`src/rtl/ram_pkg.sv`:
```
// Shared definitions for the MemClk-side SRAM sequencer: state encoding,
// command opcodes and default SRAM geometry (512K x 8).
package ram_pkg;

   localparam int DEF_DQ_WIDTH   = 8;
   localparam int DEF_ADRS_WIDTH = 19;

   localparam logic CMD_WRITE = 1'b1;
   localparam logic CMD_READ  = 1'b0;

   typedef enum logic [2:0] {
      ST_IDLE      = 3'd0,
      ST_FETCH     = 3'd1,
      ST_WR_SETUP  = 3'd2,
      ST_WR_PULSE  = 3'd3,
      ST_WR_HOLD   = 3'd4,
      ST_RD_ACCESS = 3'd5,
      ST_RD_PUSH   = 3'd6
   } state_t;

endpackage

```
`src/rtl/ram_sram_sequencer.sv`:
```
// Pops one command at a time from the SysClk->MemClk FIFO and runs the
// matching asynchronous SRAM write or read cycle. Read data goes to the
// return FIFO. Every output is a register whose next value is derived from
// the next state, so strobes line up exactly with the state they belong to.
module ram_sram_sequencer
   import ram_pkg::*;
#(
   parameter int pRamDqWidth   = DEF_DQ_WIDTH,
   parameter int pRamAdrsWidth = DEF_ADRS_WIDTH,
   parameter int pWrWaitCycle  = 2,
   parameter int pRdWaitCycle  = 2
) (
   input  logic                     iMemClk,
   input  logic                     iRst,
   input  logic [pRamDqWidth-1:0]   iCmdWd,
   input  logic [pRamAdrsWidth-1:0] iCmdAdrs,
   input  logic                     iCmd,
   input  logic                     iCmdEmp,
   input  logic                     iCmdRVd,
   output logic                     oCmdREd,
   input  logic                     iRetFull,
   output logic [pRamDqWidth-1:0]   oRetWd,
   output logic                     oRetWEd,
   output logic [pRamAdrsWidth-1:0] oSramAdrs,
   output logic [pRamDqWidth-1:0]   oSramDq,
   output logic                     oSramDqOe,
   input  logic [pRamDqWidth-1:0]   iSramDq,
   output logic                     oSramCe_n,
   output logic                     oSramWe_n,
   output logic                     oSramOe_n,
   output logic                     oBusy
);

   localparam int MAX_WAIT = (pWrWaitCycle > pRdWaitCycle) ? pWrWaitCycle : pRdWaitCycle;
   localparam int CNT_W    = $clog2(MAX_WAIT) + 1;
   localparam logic [CNT_W-1:0] WR_LAST = CNT_W'(pWrWaitCycle - 1);
   localparam logic [CNT_W-1:0] RD_LAST = CNT_W'(pRdWaitCycle - 1);
   localparam logic [CNT_W-1:0] CNT_ONE = CNT_W'(1);

   state_t                     state, state_next;
   logic [CNT_W-1:0]           wait_cnt, wait_cnt_next;

   logic                       cmd_red_next;
   logic                       ret_wed_next;
   logic [pRamDqWidth-1:0]     ret_wd_next;
   logic [pRamAdrsWidth-1:0]   sram_adrs_next;
   logic [pRamDqWidth-1:0]     sram_dq_next;
   logic                       dq_oe_next;
   logic                       ce_n_next;
   logic                       we_n_next;
   logic                       oe_n_next;
   logic                       busy_next;

   // State register and wait counter; the counter restarts on every state change.
   always_ff @(posedge iMemClk or posedge iRst) begin
      if (iRst) begin
         state    <= ST_IDLE;
         wait_cnt <= '0;
      end else begin
         state    <= state_next;
         wait_cnt <= wait_cnt_next;
      end
   end

   // Next-state logic: one command in flight, pop only when the result has room.
   always_comb begin
      state_next = state;
      case (state)
         ST_IDLE:      if (!iCmdEmp && !iRetFull) state_next = ST_FETCH;
         ST_FETCH:     if (iCmdRVd) state_next = (iCmd == CMD_WRITE) ? ST_WR_SETUP : ST_RD_ACCESS;
         ST_WR_SETUP:  state_next = ST_WR_PULSE;
         ST_WR_PULSE:  if (wait_cnt == WR_LAST) state_next = ST_WR_HOLD;
         ST_WR_HOLD:   state_next = ST_IDLE;
         ST_RD_ACCESS: if (wait_cnt == RD_LAST) state_next = ST_RD_PUSH;
         ST_RD_PUSH:   state_next = ST_IDLE;
         default:      state_next = ST_IDLE;
      endcase
      wait_cnt_next = (state_next != state) ? '0 : wait_cnt + CNT_ONE;
   end

   // Output values for the coming cycle, decoded from the state being entered.
   always_comb begin
      cmd_red_next   = (state == ST_IDLE) && (state_next == ST_FETCH);
      ret_wed_next   = (state_next == ST_RD_PUSH);
      ret_wd_next    = oRetWd;
      sram_adrs_next = oSramAdrs;
      sram_dq_next   = oSramDq;
      // Latch the fetched command straight into the SRAM-facing registers.
      if (state == ST_FETCH && iCmdRVd) begin
         sram_adrs_next = iCmdAdrs;
         sram_dq_next   = iCmdWd;
      end
      // Sample DQ at the end of the last access cycle.
      if (state == ST_RD_ACCESS && wait_cnt == RD_LAST) begin
         ret_wd_next = iSramDq;
      end
      dq_oe_next = (state_next == ST_WR_SETUP) || (state_next == ST_WR_PULSE) ||
                   (state_next == ST_WR_HOLD);
      ce_n_next  = !(dq_oe_next || (state_next == ST_RD_ACCESS));
      we_n_next  = (state_next != ST_WR_PULSE);
      oe_n_next  = (state_next != ST_RD_ACCESS);
      busy_next  = (state_next != ST_IDLE);
   end

   // Output registers; reset drops every strobe and releases DQ at once.
   always_ff @(posedge iMemClk or posedge iRst) begin
      if (iRst) begin
         oCmdREd   <= 1'b0;
         oRetWEd   <= 1'b0;
         oRetWd    <= '0;
         oSramAdrs <= '0;
         oSramDq   <= '0;
         oSramDqOe <= 1'b0;
         oSramCe_n <= 1'b1;
         oSramWe_n <= 1'b1;
         oSramOe_n <= 1'b1;
         oBusy     <= 1'b0;
      end else begin
         oCmdREd   <= cmd_red_next;
         oRetWEd   <= ret_wed_next;
         oRetWd    <= ret_wd_next;
         oSramAdrs <= sram_adrs_next;
         oSramDq   <= sram_dq_next;
         oSramDqOe <= dq_oe_next;
         oSramCe_n <= ce_n_next;
         oSramWe_n <= we_n_next;
         oSramOe_n <= oe_n_next;
         oBusy     <= busy_next;
      end
   end

endmodule

```
`config.mk`:
```
export PLATFORM = sky130hd
export DESIGN_NAME = ram_sram_sequencer
export DESIGN_NICKNAME = d
export VERILOG_FILES = /design/src/rtl/ram_pkg.sv /design/src/rtl/ram_sram_sequencer.sv
export SDC_FILE = /design/constraint.sdc
export NUM_CORES = 1
export LEC_CHECK = 0
export CAP_MARGIN = 10
export CORE_AREA = 2 2 75 77
export CTS_CLUSTER_DIAMETER = 50
export DETAILED_ROUTE_END_ITERATION = 10
export DIE_AREA = 0 0 77 79
export PLACE_DENSITY = 0.73
export SETUP_SLACK_MARGIN = 0.02
export SYNTH_ARGS = -nofsm -noshare
export SYNTH_HDL_FRONTEND = slang
export SYNTH_SLANG_ARGS = --single-unit
```
`constraint.sdc`:
```
create_clock -name iMemClk -period 1.75 [get_ports iMemClk]
set_clock_uncertainty 0.15 [all_clocks]
set_input_delay 0.35 -clock iMemClk [delete_from_list [all_inputs] [get_ports iMemClk]]
set_output_delay 0.35 -clock iMemClk [all_outputs]
set_load 0.05 [all_outputs]
```
---- Word-level counts from Yosys, hierarchy flattened ----
Index checks and enable logic that the tools add are counted.
operators by class
  add/sub/neg operators ................... 1
  multiply operators ...................... 0
  divide/modulo/power cells ............... 0
  magnitude comparators ................... 0
  equal/unequal tests ..................... 14
  shifts and indexed selects .............. 0
  multiplexer cells ....................... 7
  bitwise gates (word level) .............. 0
  reduce and logical (&&, ||, !) cells .... 12
operators with widths
  operator                                               number
  two-way mux 3 bit                                      5
  case mux 3 bit (5 select lines)                        1
  equality test 3 x 2 -> 1 bit, second input constant    4
  equality test 3 bit, second input constant             4
  equality test 3 x 1 -> 1 bit, second input constant    2
  logical AND 1 bit                                      4
  logical NOT 1 bit                                      3
  logical NOT 3 bit                                      1
  logical OR 1 bit                                       3
  inequality test 3 x 2 -> 1 bit, second input constant  1
  inequality test 3 bit                                  1
  inequality test 3 bit, second input constant           1
  nonzero test 3 bit                                     1
  adder 2 x 1 -> 2 bit, second input constant            1
  equality test 2 x 1 -> 1 bit, second input constant    1
  two-way mux 2 bit                                      1
storage, ports and cells
  register bits ........................... 47
  latch bits .............................. 0
  memory bits (writable) .................. 0
  bits in read-only memories .............. 0
  bits of input ports ..................... 41
  memories kept ........................... 0

---- Logic depth before layout (Yosys ltp) ----
  depth after elaboration ................. 9
  mapped depth ............................ 8
  mapped depth without buffers ............ 7

---- Least setup slack after synthesis ----
Ideal clock, no wire load.
  path kind ............................... flip-flop to flip-flop
  from .................................... register wait_cnt[1]
  to ...................................... register oBusy
  arrival time ............................ 1.535 ns
  required time ........................... 1.469 ns
  path slack .............................. -0.066 ns
  cell stages (with the launch flop) ...... 9
  cell sequence ........................... dfrtp_1 inv_1 ha_1 buf_4 nand2_1 nand2_1 a21oi_2 o31a_4 or3_1
on the way
  cells in the longest elaborated chain, start to end .. 4
  elaborated cells between the ends (all ways) .. 5
ends and longest elaborated chain
  what                                  RTL line                                            text
  start: declaration                    ram_sram_sequencer.sv:41                            logic [CNT_W-1:0] wait_cnt, wait_cnt_next;
  start signal: assignment              ram_sram_sequencer.sv:61                            wait_cnt <= wait_cnt_next;
  equality test 2 x 1 -> 1 bit *        ram_sram_sequencer.sv:72, ram_sram_sequencer.sv:74
  two-way mux 3 bit (on tied branches)  ram_sram_sequencer.sv:74, ram_sram_sequencer.sv:72
  case mux 3 bit (5 select lines) *     ram_sram_sequencer.sv:68                            case (state)
  net state_next[0]                     ram_sram_sequencer.sv:40                            state_t state, state_next;
  nonzero test 3 bit *                  ram_sram_sequencer.sv:102                           busy_next = (state_next != ST_IDLE);
  net busy_next                         ram_sram_sequencer.sv:52                            logic busy_next;
  end signal: assignment                ram_sram_sequencer.sv:128                           oBusy <= busy_next;
  end: declaration                      ram_sram_sequencer.sv:31                            output logic oBusy
The timed path passes the listed nets; every way through them passes the cells marked *.
A chain may end at the register's enable or synchronous reset.

---- Worst setup path in the final report ----
  from .................................... register wait_cnt[0]
  to ...................................... register oBusy
Same word-level chain as after synthesis.

==> impl_metrics.json <==
{
  "tightest_slew_ns": 0.253,
  "nets": 289,
  "finalCriticalPeriod_ns": 1.72,
  "drc": 0,
  "die_w_um": 77,
  "rows": 27,
  "synth_compound_area_share_pct": 5.41,
  "ctsRootBufferMaster": "clkbuf_8",
  "use_met2_pct": 24.3,
  "avgViaCountPerCell": 4.60,
  "io_pins": 83,
  "drive_gt1_share_pct": 44.5,
  "worstPathArrival_ns": 1.74,
  "synth-seq-area-share_pct": 63.0,
  "n_fill_cell": 462,
  "slowest_stage": "dfrtp_1",
  "die_h_um": 79,
  "cts_tree": "done",
  "synthSimpleGateAreaFrac_pct": 11.5,
  "grt_max_degree": 28,
  "grt_pass1_vias": 1505,
  "hpwl_mm": 3.09,
  "numCtsBuffers": 5,
  "critPathMaxFanout": 6,
  "area_delta_synth_final_pct": 62.9,
  "gr-total-overflow": 0,
  "cap_violations": 0,
  "post_drt_wl_per_cell_um": 13.2,
  "synth_adder_area_share_pct": 0.668,
  "stdcell_count": 319,
  "critical_path_class": "reg2reg",
  "rsz0062_at_grt": "true",
  "synth_cell_types": 31,
  "slew_viol_final": 0,
  "first_pass_iters": 4,
  "start_util_pct": 35.1,
  "synth.ff_latch_count": 47,
  "synth_top_family_by_area": "multiplexers",
  "synth.area.mux_share_pct": 16.2,
  "grt.total_usage_pct": 14.6,
  "antenna_found_initial": 0,
  "hold_violations": 0,
  "rr_startpoint": "wait_cnt[0]$_DFF_PP0_",
  "power_leakage_nw": 1.38,
  "via_count": 1467,
  "peakVddDrop_mv": 0.873,
  "cts_sinks": 47,
  "post-route-cell-area_um2": 3050,
  "syn_nets": 186,
  "finalCritPeriodShare_pct": 98.4,
  "top_usage_layer": "met2",
  "io_buffers": 82,
  "reg2reg_depth": 6,
  "dp.cells": 311,
  "worst_setup_path_end_kind": "flip-flop",
  "path_cells": "ha_4 -> nand2_4 -> nand2_4 -> a21oi_2 -> o31a_4 -> or3_1",
  "power_mw": 6.70,
  "maxSlewHeadroom_pct": 83.0,
  "synth_xor_area_share_pct": 0,
  "finalWirelength_mm": 4.20,
  "synth_area_leaders": "dfrtp_1 (59%), mux2_2 (15%), nand2_1 (6.4%)",
  "syn_inst": 144,
  "synth_top_area_share_pct": 58.7,
  "met3_usage_pct": 5.45,
  "htree_levels": 2,
  "worst_ep_required_time_ns": 1.77,
  "hold_buffers": 0,
  "fmax_mhz": 580,
  "critPathMostFrequentCell": "nand2_4",
  "use_met1_pct": 18.0,
  "diodes": 0,
  "gp_congestion": 0.812,
  "tns_ns": 0,
  "worstSetupStartpointType": "flip-flop",
  "grt_pass1_wl_mm": 7.14,
  "hp-class": "in2async",
  "ys_warn_count": 0,
  "clk_latency_ns": 0.29,
  "path_clk_slew_ns": 0.08,
  "postPlaceCellArea_um2": 2910,
  "core_region_area_um2": 5340,
  "ff_latch_area_um2": 1180,
  "regToRegSetupSlack_ns": 0.03,
  "post-route-util_pct": 57.2,
  "drtIter0Drc": 42,
  "status": "complete, no violations",
  "slowest_delay_ns": 0.41,
  "synth.cell_area_um2": 1870,
  "post-synth-top-area-cell": "dfrtp_1",
  "powerDensity_nw_per_um2": 2200,
  "multi_input_area_um2": 661,
  "clockBufferDepth": 2,
  "avgSynthCellArea_um2": 13.0,
  "r2r_end": "oBusy$_DFF_PP0_",
  "postRouteAntennaNets": 0,
  "die_area_um2": 6080,
  "setup_violations": 0
}
metal layers:
layer / vias to the layer above / share of wire (%)
met1: 702 / 40
met2: 64 / 50
met5: - / 0
li1: 697 / -
met4: 0 / 0.81
met3: 4 / 9.1
worst max-delay path by stage:
stage | from | endpoint | slack [ns] | cells past startpoint
after detailed placement | iCmdRVd | oBusy$_DFF_PP0_ | -0.29 | 6
after floorplan | wait_cnt[1]$_DFF_PP0_ | oBusy$_DFF_PP0_ | 0.008 | 8
after global placement | iCmdRVd | oBusy$_DFF_PP0_ | -0.22 | 6
final | wait_cnt[0]$_DFF_PP0_ | oBusy$_DFF_PP0_ | 0.03 | 6
after global routing | wait_cnt[1]$_DFF_PP0_ | oBusy$_DFF_PP0_ | -0.02 | 7
after CTS | wait_cnt[1]$_DFF_PP0_ | oBusy$_DFF_PP0_ | 0.01 | 7
registers in the layout (all words and copies together), names as in the netlist, 2 cells and up:
signal and flops:
wait_cnt 2, state 3, oSramDq 8, oSramAdrs 19, oRetWd 8
power by group:
group          internal [mW]  switching [mW]  total, mW
Clock                  0.419           0.332      0.750
Combinational           1.58            2.41       3.99
Sequential              1.63           0.339       1.96
Total                   3.62            3.08       6.70
worst max-delay path: cells and delay by family, from the launching register on:
kind | cells | cell delay, ns
flops | 1 | 0.41
simple gates | 3 | 0.51
compound gates | 2 | 0.35
fa+ha+maj | 1 | 0.19
synthesized netlist by cell type (all sizes together):
| cell type | n |
|---|---|
| clkinv | 1 |
| nand3 | 2 |
| or3 | 2 |
| nor3 | 1 |
| a211oi | 2 |
| dfstp | 3 |
| nand4 | 2 |
| o21a | 2 |
| dfrtp | 44 |
| nor2b | 1 |
| nor2 | 4 |
| ha | 1 |
| nand2 | 32 |
| buf | 5 |
| a21oi | 4 |
| inv | 4 |
| or4 | 1 |
| o31a | 1 |
| a41oi | 1 |
| o21ai | 3 |
| mux2 | 27 |
| o22ai | 1 |
kinds of logic after synthesis:
kind of cell	count (synthesis)
compound gates	14
fa+ha+maj	1
buf+inv	10
flops	47
mux	27
simple gates	45
cell type report:
type                       instances  area share (%)
multi-input combinational         87            21.6
clock buffer                       6            2.38
sequential                        47            38.7
inverter                           5           0.697
timing repair buffer             101            32.6
clock inverter                     1           0.984
tap                               72            2.95
repair_timing:
action | 4_1_cts | 5_1_grt
hold endpoints to repair | 0 | 0
gates cloned | 0 | 0
setup buffers | 1 | 0
setup endpoints to repair | 2 | 1
pin swaps | 1 | 0
resized for setup | 6 | 3
layout by cell type, fill, tap and decap left out, types with 3 or more instances in the layout:
master,netlist,layout
nor2_1,3,3
o21ai_0,3,3
mux2_2,25,25
buf_4,1,50
clkdlybuf4s50_1,0,40
clkbuf_8,0,5
dfrtp_1,44,42
buf_12,0,11
a21oi_1,3,3
nand2_1,32,30
dfstp_2,3,3
metrics by stage:
step           hold slack, ns  worst slack [ns]
2_1_floorplan           0.261           0.00804
3_3_place_gp            0.285            -0.218
3_5_place_dp            0.313            -0.288
4_1_cts                 0.146            0.0118
5_1_grt                 0.170           -0.0238
6_report                0.143            0.0272
(Power assumes the default switching activity.)
